===== config.mk =====
export PLATFORM = sky130hd
export DESIGN_NAME = keypad_scan_ctrl
export DESIGN_NICKNAME = d
export VERILOG_FILES = /design/src/rtl/keypad_pkg.sv /design/src/rtl/keypad_key_filter.sv /design/src/rtl/keypad_scan_ctrl.sv
export SDC_FILE = /design/constraint.sdc
export NUM_CORES = 1
export LEC_CHECK = 0
export CORE_MARGIN = 5
export CORE_UTILIZATION = 59
export CTS_CLUSTER_DIAMETER = 100
export DETAILED_ROUTE_END_ITERATION = 8
export GPL_TIMING_DRIVEN = 0
export PLACE_DENSITY = 0.8
export SLEW_MARGIN = 20
export SYNTH_ARGS = -nofsm -noshare
export SYNTH_HDL_FRONTEND = slang
export SYNTH_HIERARCHICAL = 1
export SYNTH_SLANG_ARGS = --single-unit

===== constraint.sdc =====
create_clock -name clk_i -period 3.7 [get_ports clk_i]
set_input_delay 0.37 -clock clk_i [delete_from_list [all_inputs] [get_ports clk_i]]
set_output_delay 0.37 -clock clk_i [all_outputs]
set_load 0.005 [all_outputs]

===== src/rtl/keypad_pkg.sv =====
// Shared types and elaboration-time helpers for the keypad scan controller.
// Latency: none (package only).
// Backpressure: not applicable.
package keypad_pkg;

  // Scan sequencer states.
  typedef enum logic [1:0] {
    DRIVE  = 2'd0,
    SAMPLE = 2'd1,
    UPDATE = 2'd2,
    EMIT   = 2'd3
  } scan_state_t;

  // Convert a time in ns to clock cycles, never less than one cycle.
  function automatic int cycles_from_ns(input int freq_mhz, input int time_ns);
    int c;
    c = freq_mhz * time_ns / 1000;
    return (c < 1) ? 1 : c;
  endfunction

  // Width of a key index for n keys, at least one bit.
  function automatic int key_code_width(input int n);
    return (n <= 2) ? 1 : $clog2(n);
  endfunction

endpackage


===== src/rtl/keypad_key_filter.sv =====
// Per-key debounce filter: debounced level plus a disagreement counter.
// Latency: state flips on the edge of the DEBOUNCE_SCANS-th consecutive disagreeing sample.
// Backpressure: none; only advances when en_i is high.
module keypad_key_filter #(
  parameter int DEBOUNCE_SCANS = 4
) (
  input  logic clk_i,
  input  logic rst_ni,
  input  logic en_i,
  input  logic sample_i,
  output logic state_o,
  output logic flip_o
);

  localparam int CW = $clog2(DEBOUNCE_SCANS + 1);

  logic          r_state;
  logic [CW-1:0] r_cnt;
  logic          w_disagree;
  logic          w_at_limit;

  assign w_disagree = (sample_i != r_state);
  assign w_at_limit = (r_cnt == CW'(DEBOUNCE_SCANS - 1));
  assign flip_o     = en_i && w_disagree && w_at_limit;
  assign state_o    = r_state;

  // Count consecutive disagreeing samples; flip the level when the limit is reached.
  always_ff @(posedge clk_i or negedge rst_ni) begin
    if (!rst_ni) begin
      r_state <= 1'b0;
      r_cnt   <= '0;
    end else if (en_i) begin
      if (!w_disagree) begin
        r_cnt <= '0;
      end else if (w_at_limit) begin
        r_state <= ~r_state;
        r_cnt   <= '0;
      end else begin
        r_cnt <= r_cnt + CW'(1);
      end
    end
  end

endmodule


===== src/rtl/keypad_scan_ctrl.sv =====
// Key matrix scanner: drives rows one-cold, debounces each key, emits press (and with
//   KEYPAD_RELEASE_EVT_EN, release) events. Latency: event within one frame of debounce.
// Backpressure: a held event (valid && !ready) stalls scanning in EMIT; nothing is dropped.
module keypad_scan_ctrl
  import keypad_pkg::*;
#(
  parameter  int CLK_FREQ_MHZ   = 50,
  parameter  int SETTLE_TIME_NS = 2000,
  parameter  int ROWS           = 4,
  parameter  int COLS           = 4,
  parameter  int DEBOUNCE_SCANS = 4,
  localparam int NKEYS          = ROWS * COLS,
  localparam int KW             = key_code_width(NKEYS)
) (
  input  logic             clk_i,
  input  logic             rst_ni,
  output logic [ROWS-1:0]  row_o,
  input  logic [COLS-1:0]  col_i,
  output logic [KW-1:0]    key_code_o,
  output logic             key_release_o,
  output logic             key_valid_o,
  input  logic             key_ready_i,
  output logic [NKEYS-1:0] key_state_o
);

  localparam int SETTLE_CYCLES = cycles_from_ns(CLK_FREQ_MHZ, SETTLE_TIME_NS);
  localparam int SCW           = $clog2(SETTLE_CYCLES + 1);
  localparam int RW            = (ROWS > 1) ? $clog2(ROWS) : 1;
  localparam int CW            = (COLS > 1) ? $clog2(COLS) : 1;

  scan_state_t      r_state, w_state_nxt;
  logic [RW-1:0]    r_row, w_row_nxt;
  logic [CW-1:0]    r_col, w_col_nxt;
  logic [SCW-1:0]   r_settle, w_settle_nxt;
  logic [COLS-1:0]  r_sync1, r_sync2;
  logic [COLS-1:0]  r_cols;
  logic [ROWS-1:0]  r_row_o;
  logic             r_valid;
  logic [KW-1:0]    r_code;

  logic [KW-1:0]    w_key;
  logic             w_sample;
  logic [NKEYS-1:0] w_filt_en;
  logic [NKEYS-1:0] w_flip;
  logic             w_emit_req;
  logic             w_load;
  logic             w_last_col;
  logic             w_advance;

  assign w_key      = KW'(int'(r_row) * COLS + int'(r_col));
  assign w_sample   = r_cols[r_col];
  assign w_filt_en  = (r_state == UPDATE) ? (NKEYS'(1) << w_key) : '0;
  assign w_load     = (r_state == EMIT) && (!r_valid || key_ready_i);
  assign w_last_col = (r_col == CW'(COLS - 1));

`ifdef KEYPAD_RELEASE_EVT_EN
  assign w_emit_req = |w_flip;
`else
  // Release flips only update the debounced level.
  assign w_emit_req = (|w_flip) && w_sample;
`endif

  // One filter per key; only the key under the column cursor is enabled.
  for (genvar i = 0; i < NKEYS; i++) begin : g_key
    keypad_key_filter #(
      .DEBOUNCE_SCANS(DEBOUNCE_SCANS)
    ) u_filt (
      .clk_i   (clk_i),
      .rst_ni  (rst_ni),
      .en_i    (w_filt_en[i]),
      .sample_i(w_sample),
      .state_o (key_state_o[i]),
      .flip_o  (w_flip[i])
    );
  end

  // Scan sequencer state register.
  always_ff @(posedge clk_i or negedge rst_ni) begin
    if (!rst_ni) begin
      r_state  <= DRIVE;
      r_row    <= '0;
      r_col    <= '0;
      r_settle <= '0;
    end else begin
      r_state  <= w_state_nxt;
      r_row    <= w_row_nxt;
      r_col    <= w_col_nxt;
      r_settle <= w_settle_nxt;
    end
  end

  // Next-state logic: settle, sample, walk the columns, stall in EMIT until the slot frees.
  always_comb begin
    w_state_nxt  = r_state;
    w_row_nxt    = r_row;
    w_col_nxt    = r_col;
    w_settle_nxt = r_settle;
    w_advance    = 1'b0;
    case (r_state)
      DRIVE: begin
        if (r_settle == SCW'(SETTLE_CYCLES - 1)) begin
          w_settle_nxt = '0;
          w_state_nxt  = SAMPLE;
        end else begin
          w_settle_nxt = r_settle + SCW'(1);
        end
      end
      SAMPLE: begin
        w_col_nxt   = '0;
        w_state_nxt = UPDATE;
      end
      UPDATE: begin
        if (w_emit_req) w_state_nxt = EMIT;
        else            w_advance   = 1'b1;
      end
      EMIT: begin
        if (w_load) w_advance = 1'b1;
      end
      default: w_state_nxt = DRIVE;
    endcase
    if (w_advance) begin
      if (w_last_col) begin
        w_col_nxt    = '0;
        w_row_nxt    = (r_row == RW'(ROWS - 1)) ? '0 : r_row + RW'(1);
        w_settle_nxt = '0;
        w_state_nxt  = DRIVE;
      end else begin
        w_col_nxt   = r_col + CW'(1);
        w_state_nxt = UPDATE;
      end
    end
  end

  // Two-flop column synchronizer, then latch the pressed pattern for the current row.
  always_ff @(posedge clk_i or negedge rst_ni) begin
    if (!rst_ni) begin
      r_sync1 <= '1;
      r_sync2 <= '1;
      r_cols  <= '0;
    end else begin
      r_sync1 <= col_i;
      r_sync2 <= r_sync1;
      if (r_state == SAMPLE) r_cols <= ~r_sync2;
    end
  end

  // Registered one-cold row drive follows the row index; all released during reset.
  always_ff @(posedge clk_i or negedge rst_ni) begin
    if (!rst_ni) r_row_o <= '1;
    else         r_row_o <= ~(ROWS'(1) << w_row_nxt);
  end

  // Output slot: a load wins over a same-edge handshake clear.
  always_ff @(posedge clk_i or negedge rst_ni) begin
    if (!rst_ni) begin
      r_valid <= 1'b0;
      r_code  <= '0;
    end else if (w_load) begin
      r_valid <= 1'b1;
      r_code  <= w_key;
    end else if (r_valid && key_ready_i) begin
      r_valid <= 1'b0;
    end
  end

`ifdef KEYPAD_RELEASE_EVT_EN
  logic r_rel;

  // Release flag travels with the code; the latched sample is 0 for a release.
  always_ff @(posedge clk_i or negedge rst_ni) begin
    if (!rst_ni)     r_rel <= 1'b0;
    else if (w_load) r_rel <= ~w_sample;
  end

  assign key_release_o = r_rel;
`else
  assign key_release_o = 1'b0;
`endif

  assign row_o       = r_row_o;
  assign key_valid_o = r_valid;
  assign key_code_o  = r_code;

endmodule


## Word-level counts from Yosys, hierarchy flattened

Index checks and enable logic that the tools add are counted.

- Register bits: 98
- Logic and storage cells: 237

- $add $sub $neg: 20
- Order comparisons: 1
- Equality and inequality tests: 40
- Shift operators: 2
- Mux-type cells: 55
- Bitwise operators: 18
- Reductions and logical operators: 59

Operators by type and width:

| operator | number |
|---|---|
| 2-to-1 mux 3 bit | 32 |
| AND reduction 3 bit | 17 |
| adder 3 x 1 -> 3 bit, second input constant | 16 |
| equality test 3 x 2 -> 1 bit, second input constant | 16 |
| logical AND 1 bit | 35 |
| 2-to-1 mux 7 bit | 4 |
| 2-to-1 mux 2 bit | 10 |
| 2-to-1 mux 16 bit | 1 |
| != test 1 bit | 16 |
| inverter 1 bit | 16 |
| OR reduction 16 bit | 1 |
| left shift 1 x 4 -> 16 bit, first input constant | 1 |
| equality test 2 bit, second input constant | 4 |
| inverter 4 bit | 2 |
| adder 7 x 1 -> 7 bit, second input constant | 1 |
| equality test 7 bit, second input constant | 1 |
| != test 3 bit, second input constant | 2 |
| case mux 2 bit (3 select lines) | 1 |
| 2-to-1 mux 1 bit | 5 |
| adder 2 x 1 -> 2 bit, second input constant | 2 |
| adder 4 x 2 -> 4 bit | 1 |
| nonzero test 2 bit | 2 |
| nonzero test 4 bit | 1 |
| left shift 1 x 2 -> 4 bit, first input constant | 1 |
| 7 further kinds | 7 |

## Depth between registers and ports, before layout

- Depth in word-level cells: 12
- Depth in mapped cells: 12
- Gate-level depth less buffers: 11

## Hierarchy

Netlist, hierarchy kept.

Modules (own cells, without submodules):

| module | instances | cells each | area each (um^2) | seq. area each (um^2) |
|---|---|---|---|---|
| keypad_key_filter | 16 | 19 | 209.0 | 100.1 |
| keypad_scan_ctrl | 1 | 165 | 1,715.4 | 865.8 |

## Worst setup path before layout

OpenSTA, ideal clock, no wires.

- Kind: flip-flop to flip-flop
- Start: reg r_col[0]
- End: reg r_row[0]
- Arrival: 2.905 ns
- Slack: 0.671 ns
- Cell stages (with the launch flop): 9
- Path buffers: 0
- Clock period less this slack: 3.029 ns
- Cells stage by stage: dfrtp_1 -> mux4_2 -> xnor2_1 -> nor2_1 -> nor4_1 -> nand4_1 -> a21boi_4 -> o21a_4 -> mux2_2

- Word-level cells in the longest chain between the ends: 10
- Elaborated cells between the ends (all ways): 60
- Those cells by class: 1 x add/sub; 17 x eq/ne; 1 x shift; 7 x mux; 34 x reduce/logical

RTL lines:

| item | RTL line | RTL |
|---|---|---|
| start, declared | keypad_scan_ctrl.sv:33 | `logic [CW-1:0] r_col, w_col_nxt;` |
| start signal, assigned | keypad_scan_ctrl.sv:87 | `r_col <= w_col_nxt;` |
| binary-select mux 1 bit (select 2 bit) | keypad_scan_ctrl.sv:51 | `assign w_sample = r_cols[r_col];` |
| 2-to-1 mux 1 bit (implied by the code) | keypad_scan_ctrl.sv:51 |  |
| named net w_sample | keypad_scan_ctrl.sv:42 | `logic w_sample;` |
| != test 1 bit | keypad_key_filter.sv:22 | `assign w_disagree = (sample_i != r_state);` |
| logical AND 1 bit (2 in a row) | keypad_key_filter.sv:24 | `assign flip_o = en_i && w_disagree && w_at_limit;` |
| named net w_flip[12] | keypad_scan_ctrl.sv:44 | `logic [NKEYS-1:0] w_flip;` |
| OR reduction 16 bit | keypad_scan_ctrl.sv:60 | `assign w_emit_req = (\|w_flip) && w_sample;` |
| logical AND 1 bit | keypad_scan_ctrl.sv:60 |  |
| 2-to-1 mux 1 bit | keypad_scan_ctrl.sv:113 | `if (w_emit_req) w_state_nxt = EMIT;` |
| case mux 1 bit (2 select lines) | keypad_scan_ctrl.sv:99 | `case (r_state)` |
| 2-to-1 mux 2 bit | keypad_scan_ctrl.sv:121 | `if (w_advance) begin` |
| named net w_row_nxt[0] | keypad_scan_ctrl.sv:32 | `logic [RW-1:0] r_row, w_row_nxt;` |
| end signal, assigned | keypad_scan_ctrl.sv:86 | `r_row <= w_row_nxt;` |
| end, declared | keypad_scan_ctrl.sv:32 |  |

The timed path passes the listed nets, and every way through them passes these cells. The select of a mux whose other input is x is not followed.
A chain may end at the register's enable or synchronous reset.

## Worst setup path in the final report

- Start: reg r_col[0]
- End: reg r_row[1]

The elaborated chain is that of the path after synthesis.

==> impl_metrics.tcl <==
set metrics [dict create \
    synth_largest_area_cell "sky130_fd_sc_hd__dfrtp_1" \
    numPortBuffers 31 \
    detailedPlacementHpwl_um 6500 \
    yosys_warnings 6 \
    setup_viol 0 \
    nNetsFinal 550 \
    period_share_pct 94.9 \
    clock_latency_ps 360 \
    finalHoldViolations 0 \
    syn_inst 469 \
    synthDistinctLibCells 41 \
    clock_sink_count 98 \
    initial_core_util_pct 61.0 \
    multi_input_comb_area_um2 2440 \
    ir_worst_vdd_mv 0.240 \
    top_fanout_value_on_the_critical_path 9 \
    layout.cell_area.non_filler_um2 5810 \
    diodes 0 \
    timing.clock.skew_ps 11.3 \
    whs_endpoint "r_sync2[2]$_DFF_PN1_" \
    layout_commonest_cell "sky130_fd_sc_hd__dfrtp_1" \
    wl_per_cell_um 15.4 \
    cp_cell_sequence "mux4_4 > buf_4 > xnor2_1 > nor2_1 > nor4_1 > nand4_1 > a21boi_4 > o21a_4 > mux2_2" \
    required_ps 3950 \
    regToRegSetupSlack_ps 190 \
    reg2regPathDepth 9 \
    final_cell_mix "85 x sky130_fd_sc_hd__dfrtp_1, 52 x sky130_fd_sc_hd__nand2b_1, 45 x sky130_fd_sc_hd__nor2_1" \
    total_power_w 0.00185 \
    cts_root_buf "sky130_fd_sc_hd__clkbuf_8" \
    detailedRoute.firstIterationViolations 171 \
    gpl.final_weighted_congestion 0.740 \
    min_from "r_sync1[2]$_DFF_PN1_" \
    die_x_um 103 \
    numCtsBuffers 9 \
    final_antenna_net_count 0 \
    worst_path_arrival_time_ps 3760 \
    post_synthesis_cell_area_um2 5060 \
    critical_path.endpoint_type "register" \
    drc_errors 0 \
    cp-start-kind "register" \
    layout_min_cycle_time_ps 3510 \
    floorplan.core_area_um2 8300 \
    grt_util_all_layers_pct 20.0 \
    crit_reg_reg_endpoint "r_row[1]$_DFF_PN0_" \
    synth_sequential_area_ratio_pct 48.8 \
    syn-mean-instance-area_um2 10.8 \
    post_drt_via_cell_ratio 5.51 \
    worst-path-buf-inv 1 \
    finalWirelength_um 9670 \
    drt-pass1-iter-count 4 \
    synth.net_count 502 \
    dpl_cell_area_um2 5530 \
    clockBufferDepth 2 \
    setup_slack_ps 190 \
    rsz0062_at_grt "no" \
    run_status "complete, no violations" \
    critPathSlowestCell "sky130_fd_sc_hd__mux4_4" \
    cap_viol_max_count 0 \
    number_of_synthesized_register_bits 98 \
    cts-htree-levels 3 \
    first_pass_grt_wire_length_um 16500 \
    post-synth-top-area-fraction_pct 42.5 \
    fillerInstances 588 \
    worst_r2r_startpoint "r_col[0]$_DFFE_PN0P_" \
    vias 3449 \
    antenna_found_initial 0 \
    transition_at_the_pin_with_the_smallest_max_transition_slack_ps 781 \
    io_pins 33 \
    core.rowCount 33 \
    power.leakage_nw 2.48 \
    global_route.overflow_total 0 \
    critical-path-max-stage-delay_ps 740 \
    ff_latch_area_um2 2470 \
    final-max-slew-violation-count 0 \
    clk_pin_slew_ps 90 \
    grt_max_degree 51 \
    ys_top_cells_by_area "sky130_fd_sc_hd__dfrtp_1 43%, sky130_fd_sc_hd__ha_1 6.4%, sky130_fd_sc_hd__nand2b_1 6.4%, sky130_fd_sc_hd__dfstp_2 6.2%, sky130_fd_sc_hd__mux2_4 4.7%" \
    setup_crit_path_kind "reg2reg" \
    powerDensity_nw_per_um2 318 \
    min_path_cells 0 \
    synth_to_final_area_change_pct 14.8 \
    preCtsSetupSlack_ps -58.0 \
    clock_tree_from_tritoncts "built" \
    share_of_cells_above_drive_strength_1_pct 15.4 \
    maximum_operating_frequency_mhz 285 \
    dieArea_um2 10500 \
    max_slew_margin_vs_limit_pct 47.6 \
    crit_family "multiplexers" \
    first_global_vias 3480 \
    holdCritPathClass "reg2reg" \
    die_height_um 103 \
]
## cell families (layout without fill, tap and decap cells)
group | count (synthesis) | after routing | synth area share [%]
AND/OR/NAND/NOR | 187 | 187 | 21.1
AO/OA/AOI/OAI | 66 | 66 | 9.18
flip-flops | 98 | 98 | 48.8
other | 1 | 1 | 0.0741
multiplexers | 27 | 28 | 7.37
adder cells (fa/ha/maj) | 26 | 26 | 6.43
XOR/XNOR | 20 | 20 | 3.46
buffers and inverters | 44 | 95 | 3.56
## flip-flops by register name, summed over array words and instances (netlist names), 4 cells and up
register	count
r_sync2	4
r_cols	4
g_key.u_filt/state_o	16
r_settle	7
key_code_o	4
r_sync1	4
g_key.u_filt/r_cnt	48
row_o	4
## cell type report
type,instances,area share [%]
repair buffers,36,6.61
well taps,105,2.26
flip-flops and latches,98,42.5
inverters,37,2.39
plain buffers,7,0.711
multi-input cells,328,41.9
clock inverters,5,1.38
clock buffers,10,2.20
## metal layers
metal	GRT usage, %	part of all wire, %	up-vias
met2	33.0	50	59
li1	-	-	1709
met1	26.7	45	1670
met5	0	0	-
met3	3.45	3.6	11
met4	6.86	1.5	0
## stage by stage
stage	TNS (ps)	hold slack, ps	instances	util (%)
global route	0	364	626	70.0
finish	0	359	626	70.0
global placement	-122650	346	605	66.3
floorplan	0	74.4	469	-
detailed placement	-125	341	606	66.6
CTS	0	361	626	70.0
## how the worst max path moves through the flow
stage / startpoint / end / depth (start not counted)
6_report: r_col[0]$_DFFE_PN0P_ / r_row[1]$_DFF_PN0_ / 9
4_1_cts: r_col[0]$_DFFE_PN0P_ / r_row[1]$_DFF_PN0_ / 9
3_5_place_dp: r_col[0]$_DFFE_PN0P_ / r_row[1]$_DFF_PN0_ / 8
5_1_grt: r_col[0]$_DFFE_PN0P_ / r_row[1]$_DFF_PN0_ / 9
2_1_floorplan: r_col[0]$_DFFE_PN0P_ / r_row[0]$_DFF_PN0_ / 8
3_3_place_gp: rst_ni / g_key[9].u_filt/state_o$_DFFE_PN0P_ / 1
## synth_stat cells
library cell	instances
sky130_fd_sc_hd__or3_1	2
sky130_fd_sc_hd__ha_1	26
sky130_fd_sc_hd__o31ai_1	16
sky130_fd_sc_hd__a2111oi_0	1
sky130_fd_sc_hd__and2_0	1
sky130_fd_sc_hd__a221oi_2	1
sky130_fd_sc_hd__nor2b_1	2
sky130_fd_sc_hd__buf_8	1
sky130_fd_sc_hd__nand3b_2	16
sky130_fd_sc_hd__clkbuf_1	5
sky130_fd_sc_hd__conb_1	1
sky130_fd_sc_hd__mux2i_1	2
sky130_fd_sc_hd__nand2b_1	52
sky130_fd_sc_hd__buf_4	1
sky130_fd_sc_hd__and3_1	1
sky130_fd_sc_hd__nor4b_1	1
sky130_fd_sc_hd__nand2_1	31
sky130_fd_sc_hd__a311oi_1	1
sky130_fd_sc_hd__o221ai_1	1
sky130_fd_sc_hd__xnor2_1	16
sky130_fd_sc_hd__dfrtp_1	86
sky130_fd_sc_hd__nor4_1	4
sky130_fd_sc_hd__a31oi_1	1
sky130_fd_sc_hd__xor2_1	4
sky130_fd_sc_hd__nor3_1	9
sky130_fd_sc_hd__a21boi_4	1
sky130_fd_sc_hd__dfstp_2	12
sky130_fd_sc_hd__o311ai_0	2
sky130_fd_sc_hd__and2b_1	16
sky130_fd_sc_hd__o22ai_1	32
sky130_fd_sc_hd__o21a_4	1
sky130_fd_sc_hd__nand4_1	5
sky130_fd_sc_hd__o21ai_0	3
sky130_fd_sc_hd__nor2_1	45
sky130_fd_sc_hd__inv_1	37
sky130_fd_sc_hd__mux2_4	16
sky130_fd_sc_hd__nand3_1	1
sky130_fd_sc_hd__or2_2	1
sky130_fd_sc_hd__mux2_2	8
sky130_fd_sc_hd__a21oi_1	6
sky130_fd_sc_hd__mux4_2	1
## repair_timing
item / CTS / global route
hold endpoints to repair: 41 / 0
gates resized for setup: 1 / 1
hold buffers: 1 / 0
gates cloned: 1 / 0
setup buffers: 3 / 0
endpoints found under the setup margin: 4 / 4
## power by group
part | total (W) | switching (W) | internal, W
Combinational | 0.0000314 | 0.0000213 | 0.0000101
Sequential | 0.00108 | 0.00000115 | 0.00108
Clock | 0.000737 | 0.000360 | 0.000376
Total | 0.00185 | 0.000383 | 0.00146
## worst reg2reg max path: cells and delay by family, from the launching register on
kind / cells / cell delay, ps
muxes: 2 / 1090
xor gates and xnor gates: 1 / 330
buffers and inverters: 1 / 220
DFF: 1 / 490
and+or+nand+nor: 3 / 760
AOI/OAI and AO/OA: 2 / 510
Note: power is estimated with default switching activity, not from simulation.
